### src/rtl/dual_bus_responder_pkg.sv
// Shared definitions for the dual-rail bus responder: rail pair type,
// default word width, FSM state encoding and the rail toggle helper.
package dual_bus_responder_pkg;

  // Default request/response word width in bits
  localparam int SIZE = 4;

  // One dual-rail bit: a toggle on t carries a 1, a toggle on f carries a 0
  typedef struct packed {
    logic t;
    logic f;
  } dual_t;

  // FSM state encoding
  typedef logic [1:0] state_t;
  localparam state_t IDLE    = 2'd0;
  localparam state_t PRESENT = 2'd1;
  localparam state_t SERVE   = 2'd2;

  // Return the rail pair with the rail matching bit_val flipped
  function automatic dual_t dual_toggle(input dual_t cur, input logic bit_val);
    dual_t nxt;
    nxt = cur;
    if (bit_val) begin
      nxt.t = ~cur.t;
    end else begin
      nxt.f = ~cur.f;
    end
    return nxt;
  endfunction

endpackage

### src/rtl/dual_capture.sv
// Request side of the responder: synchronises every incoming rail, keeps the
// snapshot of the last accepted word and detects complete / illegal words.
module dual_capture
  import dual_bus_responder_pkg::*;
#(
  parameter int INPUT       = SIZE,
  parameter int SYNC_STAGES = 2
) (
  input  logic                   clk,
  input  logic                   reset_n,
  input  dual_t [INPUT-1:0]      in,
  input  logic                   take,
  output logic                   done,
  output logic                   dbl,
  output logic                   any_chg,
  output logic [INPUT-1:0]       value
);

  localparam int W = 2 * INPUT;

  logic [W-1:0] sync_r [SYNC_STAGES];
  logic [W-1:0] sin_s;
  logic [W-1:0] prev_r;
  logic [W-1:0] chg_s;

  // Shift every rail through the synchroniser chain
  always_ff @(posedge clk or negedge reset_n) begin
    if (!reset_n) begin
      for (int s = 0; s < SYNC_STAGES; s++) begin
        sync_r[s] <= {W{1'b0}};
      end
    end else begin
      sync_r[0] <= in;
      for (int s = 1; s < SYNC_STAGES; s++) begin
        sync_r[s] <= sync_r[s-1];
      end
    end
  end

  assign sin_s = sync_r[SYNC_STAGES-1];
  assign chg_s = sin_s ^ prev_r;

  // Snapshot the synchronised rails when a word is accepted
  always_ff @(posedge clk or negedge reset_n) begin
    if (!reset_n) begin
      prev_r <= {W{1'b0}};
    end else if (take) begin
      prev_r <= sin_s;
    end else begin
      prev_r <= prev_r;
    end
  end

  // Completion, double-toggle detection and decode of the t rails
  always_comb begin
    done  = 1'b1;
    dbl   = 1'b0;
    value = {INPUT{1'b0}};
    for (int i = 0; i < INPUT; i++) begin
      done     = done & (chg_s[2*i+1] ^ chg_s[2*i]);
      dbl      = dbl  | (chg_s[2*i+1] & chg_s[2*i]);
      value[i] = chg_s[2*i+1];
    end
  end

  assign any_chg = |chg_s;

endmodule

### src/rtl/dual_bus_responder.sv
// Target end of the two-phase dual-rail bus: decodes one request word at a
// time, hands it to clocked logic via valid/ready, and re-encodes the
// response as a single registered toggle per bit on the out rails.
module dual_bus_responder
  import dual_bus_responder_pkg::*;
#(
  parameter int INPUT       = SIZE,
  parameter int OUTPUT      = SIZE,
  parameter int SYNC_STAGES = 2
) (
  input  logic                clk,
  input  logic                reset_n,
  input  dual_t [INPUT-1:0]   in,
  output dual_t [OUTPUT-1:0]  out,
  output logic                req_valid,
  input  logic                req_ready,
  output logic [INPUT-1:0]    req_data,
  input  logic                rsp_valid,
  output logic                rsp_ready,
  input  logic [OUTPUT-1:0]   rsp_data,
  output logic                busy,
  output logic                proto_err
);

  state_t              state_r;
  dual_t [OUTPUT-1:0]  out_r;
  dual_t [OUTPUT-1:0]  out_nxt_s;
  logic                req_valid_r;
  logic [INPUT-1:0]    req_data_r;
  logic                rsp_ready_r;
  logic                busy_r;
  logic                proto_err_r;

  logic                take_s;
  logic                cap_done_s;
  logic                cap_dbl_s;
  logic                cap_any_chg_s;
  logic [INPUT-1:0]    cap_value_s;
  logic                req_hs_s;
  logic                rsp_hs_s;

  dual_capture #(
    .INPUT       (INPUT),
    .SYNC_STAGES (SYNC_STAGES)
  ) u_capture (
    .clk     (clk),
    .reset_n (reset_n),
    .in      (in),
    .take    (take_s),
    .done    (cap_done_s),
    .dbl     (cap_dbl_s),
    .any_chg (cap_any_chg_s),
    .value   (cap_value_s)
  );

  // Handshake qualifiers; a new word is only looked at while idle
  always_comb begin
    take_s   = (state_r == IDLE) && cap_done_s && !cap_dbl_s;
    req_hs_s = req_valid_r && req_ready;
    rsp_hs_s = rsp_valid && rsp_ready_r;
  end

  // Next out rails: one toggle per bit, rail chosen by the response bit
  always_comb begin
    out_nxt_s = out_r;
    for (int i = 0; i < OUTPUT; i++) begin
      out_nxt_s[i] = dual_toggle(out_r[i], rsp_data[i]);
    end
  end

  // Transaction FSM, handshake flags, sticky error and out encoder register
  always_ff @(posedge clk or negedge reset_n) begin
    if (!reset_n) begin
      state_r     <= IDLE;
      out_r       <= {(2*OUTPUT){1'b0}};
      req_valid_r <= 1'b0;
      req_data_r  <= {INPUT{1'b0}};
      rsp_ready_r <= 1'b0;
      busy_r      <= 1'b0;
      proto_err_r <= 1'b0;
    end else begin
      case (state_r)
        IDLE: begin
          if (take_s) begin
            state_r     <= PRESENT;
            req_valid_r <= 1'b1;
            req_data_r  <= cap_value_s;
            busy_r      <= 1'b1;
          end else if (cap_dbl_s) begin
            proto_err_r <= 1'b1;
          end
        end
        PRESENT: begin
          // Arbiter must not start a new word before our response
          if (cap_any_chg_s) begin
            proto_err_r <= 1'b1;
          end
          if (req_hs_s) begin
            state_r     <= SERVE;
            req_valid_r <= 1'b0;
            rsp_ready_r <= 1'b1;
          end
        end
        SERVE: begin
          if (cap_any_chg_s) begin
            proto_err_r <= 1'b1;
          end
          if (rsp_hs_s) begin
            state_r     <= IDLE;
            out_r       <= out_nxt_s;
            rsp_ready_r <= 1'b0;
            busy_r      <= 1'b0;
          end
        end
        default: begin
          state_r     <= IDLE;
          req_valid_r <= 1'b0;
          rsp_ready_r <= 1'b0;
          busy_r      <= 1'b0;
        end
      endcase
    end
  end

  assign out       = out_r;
  assign req_valid = req_valid_r;
  assign req_data  = req_data_r;
  assign rsp_ready = rsp_ready_r;
  assign busy      = busy_r;
  assign proto_err = proto_err_r;

endmodule

### config.mk
export PLATFORM = sky130hd
export DESIGN_NAME = dual_bus_responder
export DESIGN_NICKNAME = d
export VERILOG_FILES = /design/src/rtl/dual_bus_responder_pkg.sv /design/src/rtl/dual_capture.sv /design/src/rtl/dual_bus_responder.sv
export SDC_FILE = /design/constraint.sdc
export NUM_CORES = 1
export LEC_CHECK = 0
export CORE_MARGIN = 2
export CORE_UTILIZATION = 51
export DETAILED_ROUTE_END_ITERATION = 6
export PLACE_DENSITY = 0.78
export SETUP_SLACK_MARGIN = 0.02
export SLEW_MARGIN = 20
export SYNTH_ARGS = -nofsm -noshare
export SYNTH_HDL_FRONTEND = slang
export SYNTH_SLANG_ARGS = --single-unit
### constraint.sdc
create_clock -name clk -period 2.4 [get_ports clk]
set_input_delay 0.48 -clock clk [delete_from_list [all_inputs] [get_ports clk]]
set_output_delay 0.48 -clock clk [all_outputs]
set_load 0.005 [all_outputs]
## Word-level counts from Yosys, hierarchy flattened

Cells that the tools add are included.

- Flip-flop bits (word level): 42
- Bits of input ports: 16
- Output and inout bits: 16
- Logic and storage cells: 93

- Equal/unequal tests: 8
- Muxes and demuxes: 15
- Bitwise gates (word level): 30
- Reduce and logical (&&, ||, !) cells: 23

Operator list:

| cell | number |
|---|---|
| $reduce_and A3 Y1 | 12 |
| $not A1 Y1 | 15 |
| $ne A2 B2 Y1 const B | 5 |
| $pmux W1 S3 | 3 |
| $reduce_or A8 Y1 | 1 |
| $xor A8 B8 Y8 | 1 |
| $and A1 B1 Y1 | 7 |
| $mux W1 | 7 |
| $mux W2 | 3 |
| $pmux W2 S3 | 1 |
| $logic_and A1 B1 Y1 | 4 |
| $reduce_and A4 Y1 | 1 |
| $xor A1 B1 Y1 | 4 |
| $or A1 B1 Y1 | 3 |
| $eq A2 B1 Y1 const B | 1 |
| $eq A2 B2 Y1 const B | 1 |
| $logic_not A2 Y1 | 1 |
| $ne A2 B1 Y1 const B | 1 |
| $pmux W1 S2 | 1 |
| $reduce_and A2 Y1 | 1 |
| $reduce_bool A2 Y1 | 1 |
| $reduce_or A2 Y1 | 1 |
| $logic_not A1 Y1 | 1 |

## Depth between registers and ports, before layout

- Depth in word-level cells: 9
- Gate-level depth with buffers: 7

## Hierarchy

Synthesis repeated with hierarchy kept, for this count alone.

- Cells, all modules: 128
- Area total of the unflattened synthesis: 1789.2 um^2

By module, submodules not included:

| module | instances | cells each | area each (um^2) |
|---|---|---|---|
| dual_capture | 1 | 60 | 958.4 |
| dual_bus_responder | 1 | 68 | 830.8 |

## Worst setup path after synthesis

OpenSTA, ideal clock, no wires.

- Path type: reg-to-reg
- From: reg u_capture.prev_r[3]
- To: reg req_data_r[0], in the netlist req_data[0]
- Setup time: 0.125 ns
- Arrival: 1.761 ns
- Required time: 2.275 ns
- Path slack: 0.514 ns
- Stages on the path, launching flop included: 7
- Path buffers: 1
- Clock period less this slack: 1.886 ns
- Cell sequence: dfrtp_1 -> xor2_1 -> ha_1 -> nor4_4 -> nand3_4 -> buf_6 -> mux2_4

- Word-level cells in the longest chain between the ends: 8

Ends and longest elaborated chain:

| item | RTL line | text |
|---|---|---|
| start: declaration | dual_capture.sv:23 | `logic [W-1:0] prev_r;` |
| start signal: assignment | dual_capture.sv:46 | `prev_r <= {W{1'b0}};` |
| start signal: assignment | dual_capture.sv:48 | `prev_r <= sin_s;` |
| start signal: assignment | dual_capture.sv:50 | `prev_r <= prev_r;` |
| $xor A8 B8 Y8 * | dual_capture.sv:41 | `assign chg_s = sin_s ^ prev_r;` |
| named net cap_value_s[1] | dual_bus_responder.sv:38 | `logic [INPUT-1:0] cap_value_s;` |
| $xor A1 B1 Y1 or $and A1 B1 Y1 (tied branches) | dual_capture.sv:60, dual_capture.sv:61 |  |
| $and A1 B1 Y1 or $or A1 B1 Y1 (tied branches) (3 in a row) | dual_capture.sv:60, dual_capture.sv:61 |  |
| $logic_and A1 B1 Y1 or $logic_not A1 Y1 (tied branches) | dual_bus_responder.sv:58 | `take_s = (state_r == IDLE) && cap_done_s && !cap_dbl_s;` |
| $logic_and A1 B1 Y1 * | dual_bus_responder.sv:58 |  |
| $reduce_and A2 Y1 (no line) * | - |  |
| end signal: assignment | dual_bus_responder.sv:77 | `req_data_r <= {INPUT{1'b0}};` |
| end signal: assignment | dual_bus_responder.sv:87 | `req_data_r <= cap_value_s;` |
| end: declaration | dual_bus_responder.sv:29 | `logic [INPUT-1:0] req_data_r;` |

Mark *: on every way through the listed nets, which the timed path passes. The rest lies on a longest branch.
A chain may end at the register's enable or synchronous reset.

## Worst setup path after layout

- From: reg u_capture.prev_r[7]
- To: reg u_capture.prev_r[7]

- Word-level cells in the longest chain between the ends: 5

Ends and longest elaborated chain:

| item | RTL line |
|---|---|
| $xor A8 B8 Y8 * | dual_capture.sv:41 |
| named net cap_value_s[3] | dual_bus_responder.sv:38 |
| $xor A1 B1 Y1 or $and A1 B1 Y1 (tied branches) | dual_capture.sv:60, dual_capture.sv:61 |
| $and A1 B1 Y1 or $or A1 B1 Y1 (tied branches) | dual_capture.sv:60, dual_capture.sv:61 |
| $logic_and A1 B1 Y1 or $logic_not A1 Y1 (tied branches) | dual_bus_responder.sv:58 |
| $logic_and A1 B1 Y1 * | dual_bus_responder.sv:58 |

Marked as above.

==> out/results.ini <==
[die]
die_h_microns = 63.32
rows = 21
io_pins = 32
core_area_sq_um = 3363
die_area_sq_um = 4009
die_w_microns = 63.32
start_util_pct = 53.35

[placement]
gp_routability_congestion = 0.8605
port_buffers = 31
hpwlAfterDp_microns = 2036

[critical_path]
cp_max_fo = 14
cp-end-kind = flip-flop
arrival_ns = 2.36
crit_buf_inv = 1
path_class = flip-flop to flip-flop
cp-start-kind = flip-flop
critical_path.max_stage_delay_ns = 0.41
path_cells = xor2_1 > inv_1 > ha_1 > and4_1 > nand3_4 > mux2_4
worstPathRequired_ns = 2.63
crit_family = simple AND/OR/NAND/NOR gates
cp_slowest_cell = dfrtp_1

[routing]
wl_microns = 2761
antenna_left = 0
viasPerCell = 4.859
wire_per_inst_microns = 12.96
drt-initial-drc-count = 44
dr.pass1.iters = 5
vias = 1035
drc_errors = 0

[power_and_ir_drop]
irDropWorstVdd_mv = 0.6364
p_total_w = 0.002493
power_density_nw_per_um2 = 1122
p_leak_nw = 1.064

[global_routing]
gr-total-overflow = 0
grt_use_total_pct = 16.33
grt_max_degree = 43
antenna_found_initial = 0
grt_pass1_wl_microns = 5064
first_global_vias = 1085

[timing]
fin_crit_sh_pct = 88.61
rsz0062_at_grt = no
fmax_mhz = 470.2
slew-limit-headroom_pct = 40.57
hold_ws_ns = 0.2479
skew_ns = 0.01362
tns_ns = 0
hold_viol_final = 0
finalMaxSlewViolations = 0
tightestPinTransition_ns = 0.8915
setup_violations = 0
layout_min_cycle_time_ns = 2.127

[clock_tree]
cts_tree = built
cts_root_buf = clkbuf_4
cts_buffers = 5
cts_resized = 0
clk_path_buf_depth = 2
clk_pin_slew_ns = 0.12
cts.htree.levels = 2
ctsHoldBuffers = 0
cts_setup_buffers = 0
clk_latency_ns = 0.35
cts_sinks = 42

[synthesis]
ys_ff_latch = 42
synth-seq-area-share_pct = 58.58
yosysUniqueCellTypes = 30
syn_area_sq_um = 1794
syn_nets = 158
synth_area_per_cell_sq_um = 13.70
synth_warnings = 0
synth_cells = 131

[finish]
drive_above_1_share_pct = 13.77
layout_common_cells = dfrtp_1, clkdlybuf4s50_1, inv_1
multiInputGateArea_sq_um = 678.2
fin_nets = 194
fill_cells = 290
num_antenna_cells = 0
register_area_sq_um = 1051
syn2layout_area_growth_pct = 23.85
final_common_cell = dfrtp_1

[hold_path]
hp-class = primary input to asynchronous set/reset pin

[outcome]
status = completed

[run]
maxCapViolations = 0

-- area by class of cell --
type / instances / share of cell area [%]
timing repair buffer: 31 / 13.74
tap: 46 / 2.590
clock inverter: 1 / 1.351
inverter: 13 / 2.196
multi-input combinational: 74 / 30.52
sequential: 42 / 47.30
clock buffer: 6 / 2.309
-- cells in the mapped netlist --
cell type	n	share of area (%)
and4_1	2	0.98
and3_1	1	0.35
o21ai_0	1	0.28
nand3_1	1	0.28
ha_1	11	7.7
mux2_2	4	2.5
mux2_4	8	6.7
buf_6	1	0.63
nor3_1	2	0.56
buf_2	1	0.28
or2_2	1	0.35
a21boi_0	2	0.84
o21bai_1	1	0.42
a211oi_1	2	0.84
nand3_4	1	0.98
a21o_1	1	0.42
xnor2_1	4	2.0
nor2_1	5	1.0
nor4_4	1	1.2
xor2_1	12	5.9
a21oi_1	3	0.84
inv_1	13	2.7
nand2_1	5	1.0
o21a_1	1	0.42
a31oi_1	1	0.35
a211o_1	1	0.49
dfrtp_1	42	59
o22a_1	1	0.49
o311a_1	1	0.56
o31ai_1	1	0.42
-- worst paths after layout --
| check | startpoint | endpoint | slack (ns) | cells after the start |
|---|---|---|---|---|
| worst max-delay path | u_capture.prev_r[7] | u_capture.prev_r[7] | 0.27 | 6 |
| worst min-delay path | reset_n | req_data[1] | 0.25 | 1 |
| worst max register to register | u_capture.prev_r[7] | u_capture.prev_r[7] | 0.27 | 6 |
| worst min register to register | u_capture.sync_r[14] | u_capture.sin_s[6] | 0.36 | 0 |
| max in group asynchronous | reset_n | u_capture.sin_s[7] | 1.59 | 1 |
| min in group clk | u_capture.sync_r[14] | u_capture.sin_s[6] | 0.36 | 0 |
-- stage by stage --
step,instances,util [%],setup slack [ns],area (sq um)
2_1_floorplan,131,-,0.5141,1794
3_3_place_gp,206,63.65,0.3987,2141
3_5_place_dp,206,63.65,0.3077,2141
4_1_cts,213,66.07,0.2689,2222
5_1_grt,213,66.07,0.1083,2222
6_report,213,66.07,0.2733,2222
-- routing by layer --
| layer | wire length [microns] | global-route usage [%] | vias to the layer above |
|---|---|---|---|
| li1 | - | - | 507 |
| met1 | 1236 | 20.79 | 500 |
| met2 | 1344 | 25.40 | 22 |
| met3 | 127 | 5.357 | 6 |
| met4 | 53 | 7.609 | 0 |
| met5 | 0 | 0 | - |
-- sequential cells by signal (all words and copies together), names as in the netlist --
| signal | cells |
|---|---|
| req_data | 4 |
| u_capture.prev_r | 8 |
| u_capture.sin_s | 8 |
| state_r | 2 |
| proto_err | 1 |
| out | 8 |
| u_capture.sync_r | 8 |
| req_valid | 1 |
| rsp_ready | 1 |
| busy | 1 |
-- cells by family after synthesis --
| kind of cell | after synthesis | synth area share [%] |
|---|---|---|
| flops | 42 | 58.58 |
| simple gates | 19 | 6.765 |
| compound gates | 16 | 6.346 |
| xor+xnor | 16 | 7.810 |
| buf+inv | 15 | 3.626 |
| mux | 12 | 9.205 |
| fa+ha+maj | 11 | 7.671 |
-- power breakdown --
group / leakage, nW / internal (W) / switching, W / total [W]
sequential: 0.512 / 0.000902 / 0.000131 / 0.00103
clock: 0.0443 / 0.000243 / 0.000209 / 0.000452
combinational: 0.507 / 0.000570 / 0.000438 / 0.00101
No activity file was read; power rests on OpenSTA's default activity.
